--- src/rtl/clock_lock_monitor.sv ---
// Measures reference and ADPLL clock periods in fpga_clk_i cycles and tracks lock.
// Latency: window results register one cycle after the synchronized ref edge pulse; no backpressure.
module clock_lock_monitor #(
  parameter int PERIOD_WIDTH = 12,
  parameter int TOLERANCE    = 2,
  parameter int LOCK_COUNT   = 8,
  parameter int UNLOCK_COUNT = 2
) (
  input  logic                           fpga_clk_i,
  input  logic                           reset_i,
  input  logic                           enable_i,
  input  logic                           ref_clk_i,
  input  logic                           gen_clk_i,
  output logic        [PERIOD_WIDTH-1:0] period_ref_o,
  output logic        [PERIOD_WIDTH-1:0] period_gen_o,
  output logic signed [PERIOD_WIDTH:0]   period_diff_o,
  output logic                           valid_o,
  output logic                           lock_o
);

  localparam int GW = $clog2(LOCK_COUNT + 1);
  localparam int BW = $clog2(UNLOCK_COUNT + 1);
  localparam logic [PERIOD_WIDTH-1:0] CNT_MAX = '1;
  localparam logic [PERIOD_WIDTH:0]   TOL     = (PERIOD_WIDTH + 1)'(TOLERANCE);
  localparam logic [GW-1:0]           LOCK_N  = GW'(LOCK_COUNT);
  localparam logic [BW-1:0]           UNLK_N  = BW'(UNLOCK_COUNT);

  typedef enum logic [1:0] {UNLOCKED, ACQUIRING, LOCKED} state_t;

  logic [2:0]              ref_sync, gen_sync;
  logic                    ref_pulse, gen_pulse;
  logic [PERIOD_WIDTH-1:0] ref_cnt, gen_cnt, ref_cnt_inc, gen_cnt_inc;
  logic [PERIOD_WIDTH-1:0] gen_per_q, gen_per_eff;
  logic                    ref_primed, gen_primed, gen_seen;
  logic                    win, gen_cap, gen_sat, ref_sat, good;
  logic signed [PERIOD_WIDTH:0] diff;
  logic        [PERIOD_WIDTH:0] abs_diff;
  state_t                  state_q, state_d;
  logic [GW-1:0]           good_q, good_d;
  logic [BW-1:0]           bad_q, bad_d;

  // Bits [1:0] are the two-flop synchronizer, bit [2] is the edge-detect history.
  assign ref_pulse = ref_sync[1] & ~ref_sync[2];
  assign gen_pulse = gen_sync[1] & ~gen_sync[2];

  assign ref_cnt_inc = (ref_cnt == CNT_MAX) ? CNT_MAX : ref_cnt + PERIOD_WIDTH'(1);
  assign gen_cnt_inc = (gen_cnt == CNT_MAX) ? CNT_MAX : gen_cnt + PERIOD_WIDTH'(1);

  assign win     = enable_i & ref_pulse & ref_primed;
  assign gen_cap = enable_i & gen_pulse & gen_primed;
  // A gen edge coinciding with the ref edge belongs to the window being closed.
  assign gen_per_eff = gen_cap ? gen_cnt_inc : gen_per_q;
  assign gen_sat     = (gen_cnt == CNT_MAX) & ~gen_pulse;
  assign ref_sat     = (ref_cnt == CNT_MAX);

  assign diff     = $signed({1'b0, gen_per_eff}) - $signed({1'b0, ref_cnt_inc});
  assign abs_diff = diff[PERIOD_WIDTH] ? $unsigned(-diff) : $unsigned(diff);
  assign good     = gen_primed & (gen_seen | gen_cap) & ~gen_sat & (abs_diff <= TOL);

  always_ff @(posedge fpga_clk_i) begin
    if (reset_i) begin
      ref_sync <= '0;
      gen_sync <= '0;
    end else begin
      ref_sync <= {ref_sync[1:0], ref_clk_i};
      gen_sync <= {gen_sync[1:0], gen_clk_i};
    end
  end

  always_ff @(posedge fpga_clk_i) begin
    if (reset_i || !enable_i) begin
      ref_cnt    <= '0;
      gen_cnt    <= '0;
      ref_primed <= 1'b0;
      gen_primed <= 1'b0;
      gen_seen   <= 1'b0;
    end else begin
      ref_cnt <= ref_pulse ? '0 : ref_cnt_inc;
      gen_cnt <= gen_pulse ? '0 : gen_cnt_inc;
      if (ref_pulse) ref_primed <= 1'b1;
      if (gen_pulse) gen_primed <= 1'b1;
      if (ref_pulse)    gen_seen <= 1'b0;
      else if (gen_cap) gen_seen <= 1'b1;
    end
  end

  always_ff @(posedge fpga_clk_i) begin
    if (reset_i)      gen_per_q <= '0;
    else if (gen_cap) gen_per_q <= gen_cnt_inc;
  end

  always_comb begin
    state_d = state_q;
    good_d  = good_q;
    bad_d   = bad_q;
    if (win) begin
      case (state_q)
        UNLOCKED: begin
          if (good) begin
            state_d = ACQUIRING;
            good_d  = GW'(1);
          end
        end
        ACQUIRING: begin
          if (good) begin
            good_d = good_q + GW'(1);
            if (good_q + GW'(1) == LOCK_N) begin
              state_d = LOCKED;
              bad_d   = '0;
            end
          end else begin
            state_d = UNLOCKED;
            good_d  = '0;
          end
        end
        LOCKED: begin
          if (good) begin
            bad_d = '0;
          end else if (bad_q + BW'(1) == UNLK_N) begin
            state_d = UNLOCKED;
            good_d  = '0;
            bad_d   = '0;
          end else begin
            bad_d = bad_q + BW'(1);
          end
        end
        default: begin
          state_d = UNLOCKED;
          good_d  = '0;
          bad_d   = '0;
        end
      endcase
    end
    // A stalled reference invalidates lock without waiting for another window.
    if (!enable_i || ref_sat) begin
      state_d = UNLOCKED;
      good_d  = '0;
      bad_d   = '0;
    end
  end

  always_ff @(posedge fpga_clk_i) begin
    if (reset_i) begin
      state_q       <= UNLOCKED;
      good_q        <= '0;
      bad_q         <= '0;
      valid_o       <= 1'b0;
      lock_o        <= 1'b0;
      period_ref_o  <= '0;
      period_gen_o  <= '0;
      period_diff_o <= '0;
    end else begin
      state_q <= state_d;
      good_q  <= good_d;
      bad_q   <= bad_d;
      valid_o <= win;
      lock_o  <= (state_d == LOCKED);
      if (win) begin
        period_ref_o  <= ref_cnt_inc;
        period_gen_o  <= gen_per_eff;
        period_diff_o <= diff;
      end
    end
  end

endmodule

--- config.mk ---
export PLATFORM = sky130hd
export DESIGN_NAME = clock_lock_monitor
export DESIGN_NICKNAME = d
export VERILOG_FILES = /design/src/rtl/clock_lock_monitor.sv
export SDC_FILE = /design/constraint.sdc
export NUM_CORES = 1
export LEC_CHECK = 0
export CAP_MARGIN = 20
export CELL_PAD_IN_SITES_DETAIL_PLACEMENT = 1
export CELL_PAD_IN_SITES_GLOBAL_PLACEMENT = 1
export CORE_ASPECT_RATIO = 0.5
export CORE_MARGIN = 10
export CORE_UTILIZATION = 35
export CTS_CLUSTER_DIAMETER = 200
export CTS_CLUSTER_SIZE = 40
export DETAILED_ROUTE_END_ITERATION = 12
export GPL_ROUTABILITY_DRIVEN = 0
export PLACE_DENSITY_LB_ADDON = 0.1
export SLEW_MARGIN = 20
export SYNTH_ARGS = -nofsm -noshare
export SYNTH_HDL_FRONTEND = slang
export SYNTH_SLANG_ARGS = --single-unit
--- constraint.sdc ---
create_clock -name fpga_clk_i -period 16.5 [get_ports fpga_clk_i]
set_input_delay 1.65 -clock fpga_clk_i [delete_from_list [all_inputs] [get_ports fpga_clk_i]]
set_output_delay 1.65 -clock fpga_clk_i [all_outputs]
set_load 0.02 [all_outputs]
==> metrics.md <==
| Metric | Value |
|---|---|
| CP required | `approximately 17000 ps` |
| Setup repair bufs after CTS | `0` |
| Post-synth top area cell | `dfxtp_1` |
| Worst-Skew Late Latency | `roughly 350 ps` |
| Global route total overflow | `0` |
| CTS tree | `yes` |
| Worst endpoint data arrival time | `7810 ps` |
| PD cells | `86.5 mW/mm2` |
| Worst-path cell chain | `clkdlybuf4s50_1 > and2_1 > nand2_1 > a21oi_1 > ha_1 > inv_1 > fa_1 > or2_1 > o22ai_1 > o221ai_1 > or3b_4 > or4_1 > or4b_1 > o211a_1 > a211oi_2 > mux2i_1 > or3b_1 > a31oi_1` |
| Root Buffer | `clkbuf_16` |
| Clock transition at path regs | `around 80 ps` |
| Synthesized area per cell | `between 8 and 9 um2` |
| # diodes | `0` |
| Crit. End Element | `flip-flop` |
| Area grow syn2layout | `18.7%` |
| Final Total Pwr | `~0.48 mW` |
| Synth Flop Type | `dfxtp_1` |
| Most numerous cell in the Yosys netlist | `nor2_1` |
| Crit-path max cell delay | `around 750 ps` |
| Period Utilization, post-route | `around 46%` |
| Area contributors post-synth | `dfxtp_1, nor2_1, nand2_1, a21oi_1, ha_1` |
| Post-cts resize count | `0` |
| Die ar. | `between 0.015 and 0.02 mm2` |
| Synthesized flop and latch total | `~90` |
| Skew final | `between 10 and 15 ps` |
| Die H | `~100 um` |
| Period minus WS final | `roughly 7500 ps` |
| TritonCTS buffer count | `9` |
| Post-synthesis net count | `between 600 and 700` |
| Row count | `29` |
| Met3 usage | `2.58%` |
| Sequential fraction of the synthesis area | `~40%` |
| H-tree Lvls | `3` |
| Met2 usage in global routing | `23.2%` |
| Starting density of the core | `36.4%` |
| Hold_buf cts | `0` |
| Met1 global-route usage | `between 20% and 30%` |
| Top Family by Delay on Critical Path | `simple AND/OR/NAND/NOR gates` |
| Residual DRC | `0` |
| Via density | `roughly 5.3` |
| Synth Instances | `around 580` |
| Synth warn | `0` |
| Share of layout cells above drive strength 1 | `7.23%` |
| Initial antenna violation count | `0` |
| Maximum buffer depth of the clock tree | `2` |
| Max FO, Critical Path | `24` |
| Result of the run | `complete, no violations` |
| Final setup violation count | `0` |
| Slew @ Worst Pin | `roughly 960 ps` |
| Final Net Count | `between 600 and 700` |
| Final setup margin | `around 9000 ps` |
| Unrepaired setup endpoints after global routing | `false` |
| Worst setup SP type | `input port` |
| Crit Path Class | `in -> reg` |
| Worst VDD drop | `0.0000386 V` |
| Post-detail-place hpwl | `10.7 mm` |
| Via count | `4237` |
| Leakage | `2.02 nW` |
| GRT Total Usage | `approximately 15%` |
| Setup tns final | `0 ps` |
| Final hold vios | `0` |
| Port Buffer Count | `43` |
| Slew Limit Fails | `0` |
| Initial DRT Pass Iterations | `4` |
| Post-Syn Area | `roughly 0.0047 mm2` |
| Vias in the first global route | `about 4200` |
| Ys async rst share | `0%` |
| Area of the core | `~0.013 mm2` |
| First-pass GRT wire length | `about 23 mm` |
| Post-route ant nets | `0` |
| Dpl ws | `~8600 ps` |
| Largest net degree at the start of global routing | `between 50 and 60` |
| Max stage delay cell, worst path | `a211oi_2` |
| Hold WS | `455 ps` |
| # IOs | `44` |
| Die Wd | `between 150 and 200 um` |
| GRT busiest layer | `met2` |
| Slew margin rel. | `35.7%` |
| WL/cell | `17.9 um` |
| Worst path buffer plus inverter count | `2` |
| Max Cap Viol | `0` |
| Post-synth top area share | `approximately two fifths` |
| Fmax | `between 0.1 and 0.15 GHz` |
| Post-synthesis cell type count | `65` |
| Most instantiated cells after synthesis | `nor2_1, dfxtp_1, nand2_1` |
| Initial DRC Count | `226` |
| Number of flops mapped to enable cells by yosys | `0` |
| Clock sinks | `92` |
| Hold Crit Class | `reg -> reg` |
| Total wire length | `14.2 mm` |
[cells in the final DEF (no fill, tap or decap), types with 15 or more instances in the layout]
cell and instances:
a21oi_1 46, ha_1 16, clkdlybuf4s50_1 42, nor2b_1 20, a211oi_1 17, nand3_1 20
nand2_1 66, o21ai_0 24, nor2_1 99, dfxtp_1 92, inv_1 15
[worst min-delay path: cells and delay by family, from the launching register on]
family | cells | cell delay (ps)
flops | 1 | 310
simple gates | 1 | 50
compound gates | 1 | 50
[where the power goes]
part,switching [mW],internal (mW)
logic,0.0162,0.00902
clock network,0.0959,0.136
registers,0.000939,0.223
[worst paths after layout]
path                     endpoint  slack, ps             from  depth (start not counted)
hold / removal    period_gen_o[3]        460  period_gen_o[3]                          2
setup / recovery        good_q[1]       8960         enable_i                         18
setup reg to reg        good_q[1]       9660       ref_cnt[0]                         18
hold reg to reg   period_gen_o[3]        460  period_gen_o[3]                          2
[stage by stage]
step	area (um2)	instances	util, %
3_3_place_gp	5230	776	40.6
2_1_floorplan	4690	583	-
6_report	5560	792	43.2
4_1_cts	5560	792	43.1
5_1_grt	5560	792	43.2
3_5_place_dp	5230	776	40.6
[metal layers]
layer	wire length [um]	vias to the layer above	share of wire, %
li1	-	2118	-
met1	7610	2068	54
met5	0	-	0
met2	6050	43	43
met4	80	0	0.56
met3	446	8	3.1
[sequential cells by signal, indices dropped and copies added (netlist names), 2 cells and up]
signal / cells
good_q: 4
bad_q: 2
period_ref_o: 12
gen_cnt: 12
ref_cnt: 12
gen_per_q: 12
state_q: 2
period_diff_o: 13
ref_sync: 3
gen_sync: 3
period_gen_o: 12
[logic make-up after synthesis]
| logic type | Yosys count | share of synthesized area [%] |
|---|---|---|
| flip-flops | 92 | 39.3 |
| AO/OA/AOI/OAI | 140 | 19.8 |
| buffers and inverters | 38 | 3.79 |
| multiplexers | 7 | 1.52 |
| AND/OR/NAND/NOR | 269 | 27.2 |
| adder cells (fa/ha/maj) | 17 | 4.70 |
| XOR/XNOR | 20 | 3.74 |
[cell type report]
type / count / area [um2]
sequential: 92 / 1840
fill: 1541 / 7320
timing repair buffer: 46 / 448
clock buffer: 9 / 225
inverter: 15 / 56.3
clock inverter: 7 / 106
multi-input combinational: 453 / 2670
tap: 170 / 213
Note: power is estimated with default switching activity, not from simulation.
